--- src/rtl/alu_res_pkg.sv ---
// Shared definitions for the ALU result collector: class codes, entry sizing and
// drop-counter width.
package alu_res_pkg;

    localparam logic [1:0] CLS_ARITH = 2'b00;
    localparam logic [1:0] CLS_LOGIC = 2'b01;
    localparam logic [1:0] CLS_CMP   = 2'b10;
    localparam logic [1:0] CLS_SHIFT = 2'b11;

    localparam int DROP_CNT_W = 8;

    // A stored entry holds {2W data, 2-bit class, carry}.
    function automatic int entry_width(input int op_width);
        return 2 * op_width + 3;
    endfunction

endpackage

--- src/rtl/alu_res_fifo.sv ---
// Generic synchronous FIFO with registered full/empty flags and a head output
// that reads as zero while empty.
module alu_res_fifo #(
    parameter int WIDTH = 35,
    parameter int DEPTH = 4
) (
    input  logic             clk,
    input  logic             srst,
    input  logic             push_i,
    input  logic [WIDTH-1:0] data_i,
    input  logic             pop_i,
    output logic [WIDTH-1:0] data_o,
    output logic             full_o,
    output logic             empty_o
);

    localparam int AW = $clog2(DEPTH);
    localparam int CW = AW + 1;

    logic [WIDTH-1:0] mem_q [DEPTH];
    logic [AW-1:0]    wr_ptr_q;
    logic [AW-1:0]    rd_ptr_q;
    logic [CW-1:0]    count_q;
    logic [CW-1:0]    count_d;
    logic             full_q;
    logic             empty_q;
    logic             do_push;
    logic             do_pop;

    // A push into a full FIFO is accepted only when a pop frees the head slot.
    assign do_pop  = pop_i && !empty_q;
    assign do_push = push_i && (!full_q || do_pop);

    always_comb begin
        count_d = count_q + CW'(do_push) - CW'(do_pop);
    end

    always_ff @(posedge clk) begin
        if (do_push) begin
            mem_q[wr_ptr_q] <= data_i;
        end
    end

    always_ff @(posedge clk) begin
        if (srst) begin
            wr_ptr_q <= '0;
            rd_ptr_q <= '0;
            count_q  <= '0;
            full_q   <= 1'b0;
            empty_q  <= 1'b1;
        end else begin
            if (do_push) begin
                wr_ptr_q <= wr_ptr_q + 1'b1;
            end
            if (do_pop) begin
                rd_ptr_q <= rd_ptr_q + 1'b1;
            end
            count_q <= count_d;
            full_q  <= (count_d == CW'(DEPTH));
            empty_q <= (count_d == '0);
        end
    end

    assign data_o  = empty_q ? '0 : mem_q[rd_ptr_q];
    assign full_o  = full_q;
    assign empty_o = empty_q;

endmodule

--- src/rtl/alu_result_collector.sv ---
// Collects the ALU's per-unit results, tags them by class and buffers them onto a
// valid/ready stream. Define ALU_RES_DROP_CNT_EN to add the DROP_CNT counter port.
module alu_result_collector
    import alu_res_pkg::*;
#(
    parameter int OP_DATA_WIDTH = 16,
    parameter int FIFO_DEPTH    = 4
) (
    input  logic                       CLK,
    input  logic                       RST,
    input  logic [2*OP_DATA_WIDTH-1:0] Arith_OUT,
    input  logic                       Carry_OUT,
    input  logic                       Arith_Flag,
    input  logic [OP_DATA_WIDTH-1:0]   Logic_OUT,
    input  logic                       Logic_Flag,
    input  logic [2:0]                 CMP_OUT,
    input  logic                       CMP_Flag,
    input  logic [OP_DATA_WIDTH-1:0]   Shift_OUT,
    input  logic                       Shift_Flag,
    output logic [2*OP_DATA_WIDTH-1:0] RES_DATA,
    output logic [1:0]                 RES_CLASS,
    output logic                       RES_CARRY,
    output logic                       RES_VALID,
    input  logic                       RES_READY,
    output logic                       FIFO_FULL,
    output logic                       OVERFLOW
`ifdef ALU_RES_DROP_CNT_EN
   ,output logic [DROP_CNT_W-1:0]      DROP_CNT
`endif
);

    localparam int DW = 2 * OP_DATA_WIDTH;
    localparam int EW = entry_width(OP_DATA_WIDTH);

    logic [DW-1:0] sel_data;
    logic [1:0]    sel_class;
    logic          sel_carry;
    logic          push;
    logic          pop;
    logic          drop;
    logic [EW-1:0] head;
    logic          fifo_full;
    logic          fifo_empty;
    logic          overflow_q;

    // Fixed priority Arith > Logic > CMP > Shift; losing results are discarded.
    always_comb begin
        sel_data  = '0;
        sel_class = CLS_ARITH;
        sel_carry = 1'b0;
        if (Arith_Flag) begin
            sel_data  = Arith_OUT;
            sel_class = CLS_ARITH;
            sel_carry = Carry_OUT;
        end else if (Logic_Flag) begin
            sel_data  = {{OP_DATA_WIDTH{1'b0}}, Logic_OUT};
            sel_class = CLS_LOGIC;
        end else if (CMP_Flag) begin
            sel_data  = {{(DW-3){1'b0}}, CMP_OUT};
            sel_class = CLS_CMP;
        end else if (Shift_Flag) begin
            sel_data  = {{OP_DATA_WIDTH{1'b0}}, Shift_OUT};
            sel_class = CLS_SHIFT;
        end
    end

    assign push = Arith_Flag || Logic_Flag || CMP_Flag || Shift_Flag;
    assign pop  = !fifo_empty && RES_READY;
    assign drop = push && fifo_full && !pop;

    alu_res_fifo #(
        .WIDTH (EW),
        .DEPTH (FIFO_DEPTH)
    ) u_fifo (
        .clk     (CLK),
        .srst    (RST),
        .push_i  (push),
        .data_i  ({sel_data, sel_class, sel_carry}),
        .pop_i   (pop),
        .data_o  (head),
        .full_o  (fifo_full),
        .empty_o (fifo_empty)
    );

    assign RES_DATA  = head[EW-1:3];
    assign RES_CLASS = head[2:1];
    assign RES_CARRY = head[0];
    assign RES_VALID = !fifo_empty;
    assign FIFO_FULL = fifo_full;

    always_ff @(posedge CLK) begin
        if (RST) begin
            overflow_q <= 1'b0;
        end else if (drop) begin
            overflow_q <= 1'b1;
        end
    end

    assign OVERFLOW = overflow_q;

`ifdef ALU_RES_DROP_CNT_EN
    logic [DROP_CNT_W-1:0] drop_cnt_q;

    always_ff @(posedge CLK) begin
        if (RST) begin
            drop_cnt_q <= '0;
        end else if (drop && (drop_cnt_q != {DROP_CNT_W{1'b1}})) begin
            drop_cnt_q <= drop_cnt_q + 1'b1;
        end
    end

    assign DROP_CNT = drop_cnt_q;
`else
    // Without the counter, the sticky OVERFLOW bit is the only drop record.
`endif

endmodule

--- config.mk ---
export PLATFORM = sky130hd
export DESIGN_NAME = alu_result_collector
export DESIGN_NICKNAME = d
export VERILOG_FILES = /design/src/rtl/alu_res_pkg.sv /design/src/rtl/alu_res_fifo.sv /design/src/rtl/alu_result_collector.sv
export SDC_FILE = /design/constraint.sdc
export NUM_CORES = 1
export LEC_CHECK = 0
export CAP_MARGIN = 0
export CORE_ASPECT_RATIO = 1.4
export CORE_MARGIN = 3
export CORE_UTILIZATION = 39
export DETAILED_ROUTE_END_ITERATION = 16
export PLACE_DENSITY = 0.7
export SYNTH_ARGS = -nofsm -noshare
export SYNTH_HDL_FRONTEND = slang
export SYNTH_SLANG_ARGS = --single-unit
--- constraint.sdc ---
create_clock -name CLK -period 4.9 [get_ports CLK]
set_clock_uncertainty 0.1 [all_clocks]
set_input_delay 0.98 -clock CLK [delete_from_list [all_inputs] [get_ports CLK]]
set_output_delay 0.98 -clock CLK [all_outputs]
set_load 0.01 [all_outputs]
==> out/qor.csv <==
metric;value;unit
tightest_slew;0.9961;ns
crit_required;3.82;ns
cts_sinks;152;
port_buffers;112;
drive_above_1_share;16.60;%
start_kind;flop;
antenna_found_initial;0;
detail-route-antenna-nets;0;
setup_viol;0;
crit_family;buffers and inverters;
drv_cap;0;
synth_area_leaders;edfxtp_1 (66%), mux4_2 (12%), and2_1 (5.1%);
yosysMostFrequentCell;edfxtp_1;
clk_pin_slew_worst_paths;0.06;ns
grt_max_degree;52;
initial_core_util;40.17;%
insertion_delay;0.41;ns
dp_hpwl;8.364;mm
fillCellCount;1310;
multiInputGateArea;1743;um^2
fin_crit_sh;77.45;%
tns;0;ns
end_kind;primary output;
critical-path-slowest-cell;dfxtp_2;
drt_iter0_markers;182;
gp_congestion;0.6901;
grt_pass1_wl;20.34;mm
ios;113;
p_leak;0.002797;uW
path_class;reg2out;
met3_usage;4.565;%
min_path_type;reg2reg;
rows;54;
die_w;113.6;um
cp_slowest_stage_delay;0.69;ns
synth_seq_cells;152;
gr-usage-met2;26.59;%
cp_cell_sequence;buf_4 -> mux4_2 -> and2_1 -> clkdlybuf4s50_1;
slew_viol_final;0;
vias;3473;
hold_buffers;0;
core;15740;um^2
hold_viol_final;0;
holdCritStartpoint;OVERFLOW;
grtUsageTotal;15.39;%
syn_area;6324;um^2
area_growth;30.00;%
wl;12.94;mm
synth_top_area_cell;edfxtp_1;
p_per_area;574.2;nW/um^2
synthCells;360;
hold_slack;0.3938;ns
synth_flop_cell;edfxtp_1;
cts_buffer_depth;2;
grt_util_met1;18.53;%
crit_arrival;2.72;ns
dpl_worst_slack;1.281;ns
synth_edf_count;140;
cts_made_buffers;17;
first_pass_iters;4;
syn_nets;442;
rr_startpoint;u_fifo.empty_o;
ir_drop;0.4020;mV
setup_slack;1.105;ns
synth-seq-area-share;70.28;%
root_buffer;clkbuf_16;
min_period;3.795;ns
max_slew_margin;33.59;%
crit_fanout;16;
final_area;8220;um^2
die_h;156.7;um
synth_top_area_share;66.48;%
avgSynthCellArea;17.57;um^2
grt_pass1_vias;3721;
antennaDiodeCount;0;
status;finished clean;
rsz0062_at_grt;no;
post-route-drc-count;0;
fmax;263.5;MHz
layout.nets;557;
wl_per_cell;18.91;um
cts_tree;done;
synth_cell_type_count;37;
die_area;17800;um^2
crit_buf_inv;2;
cts-htree-levels;4;
cts_setup_buffers;0;
final_util;52.22;%
ys_warn_count;0;
regArea;4447;um^2
dpl_cell_area;7619;um^2
grt.busiest_layer;met2;
cts_resized;0;
synthArstFlopShare;0;%
synth_common_cells;edfxtp_1 (140), and2_1 (52), mux4_2 (35);
vias_per_cell;5.077;
grt-ovfl-total;0;
final cells by class:
type                    count  area share [%]
repair buffers            117           14.03
multi-input cells         179           21.20
well taps                 196           2.983
clock buffers              17           5.175
clock inverters            15           2.146
inverters                   8          0.3653
flip-flops and latches    152           54.09
final timing paths:
kind                    to  slack (ns)  depth (start not counted)
max            RES_DATA[2]        1.10                          4
min               OVERFLOW        0.39                          2
max reg2reg  u_fifo.full_o        2.49                         10
min reg2reg       OVERFLOW        0.39                          2
tightest hold or removal path, stage by stage (launching register included):
cell	delay, ns
dfxtp_1	0.34
a31oi_1	0.05
nor2_1	0.08
through the flow:
stage                     power, uW  instances
after floorplan                2825        360
final                          4720        684
after CTS                      4793        684
after detailed placement       3491        652
after global routing           4981        684
after global placement         3451        652
registers in the layout (all words and copies together), names as in the netlist, named ones only:
name             cells
OVERFLOW             1
u_fifo.count_q       3
u_fifo.empty_o       1
u_fifo.full_o        1
u_fifo.mem_q       140
u_fifo.rd_ptr_q      2
u_fifo.wr_ptr_q      2
power by group:
part	total [uW]	leakage, uW	internal [uW]	switching, uW
Sequential	2020	0.00144	1890	131
Combinational	1400	0.00108	747	652
Clock	1300	0.000277	802	501
Total	4720	0.00280	3430	1280
placed cells by master, fill, tap and decap left out, types with 2 or more instances in the layout:
master	count
dfxtp_1	10
and2_2	4
o31ai_1	3
and2_1	52
ha_1	6
o21ai_0	13
inv_1	8
dfxtp_2	2
nand2b_1	3
clkinvlp_4	5
clkbuf_16	17
bufinv_16	3
nor2_1	13
buf_4	5
nor2b_1	3
mux4_2	35
nand2_1	16
clkinv_1	3
a22oi_1	13
inv_6	2
clkdlybuf4s50_1	111
edfxtp_1	140
a221oi_1	3
layer usage:
layer	vias up	wire length (um)
li1	1624	-
met1	1725	5121
met2	113	6882
met3	11	821
met4	0	111
met5	-	0
kinds of logic (layout without fill, tap and decap cells):
group,after synthesis,in the layout,share of synthesized area [%]
AO/OA/AOI/OAI,35,35,3.819
XOR/XNOR,3,3,0.6332
adder cells (fa/ha/maj),7,7,1.504
buffers and inverters,29,157,2.236
flip-flops,152,152,70.28
multiplexers,37,37,12.86
AND/OR/NAND/NOR,97,97,8.667
Note: power is estimated with default switching activity, not from simulation.
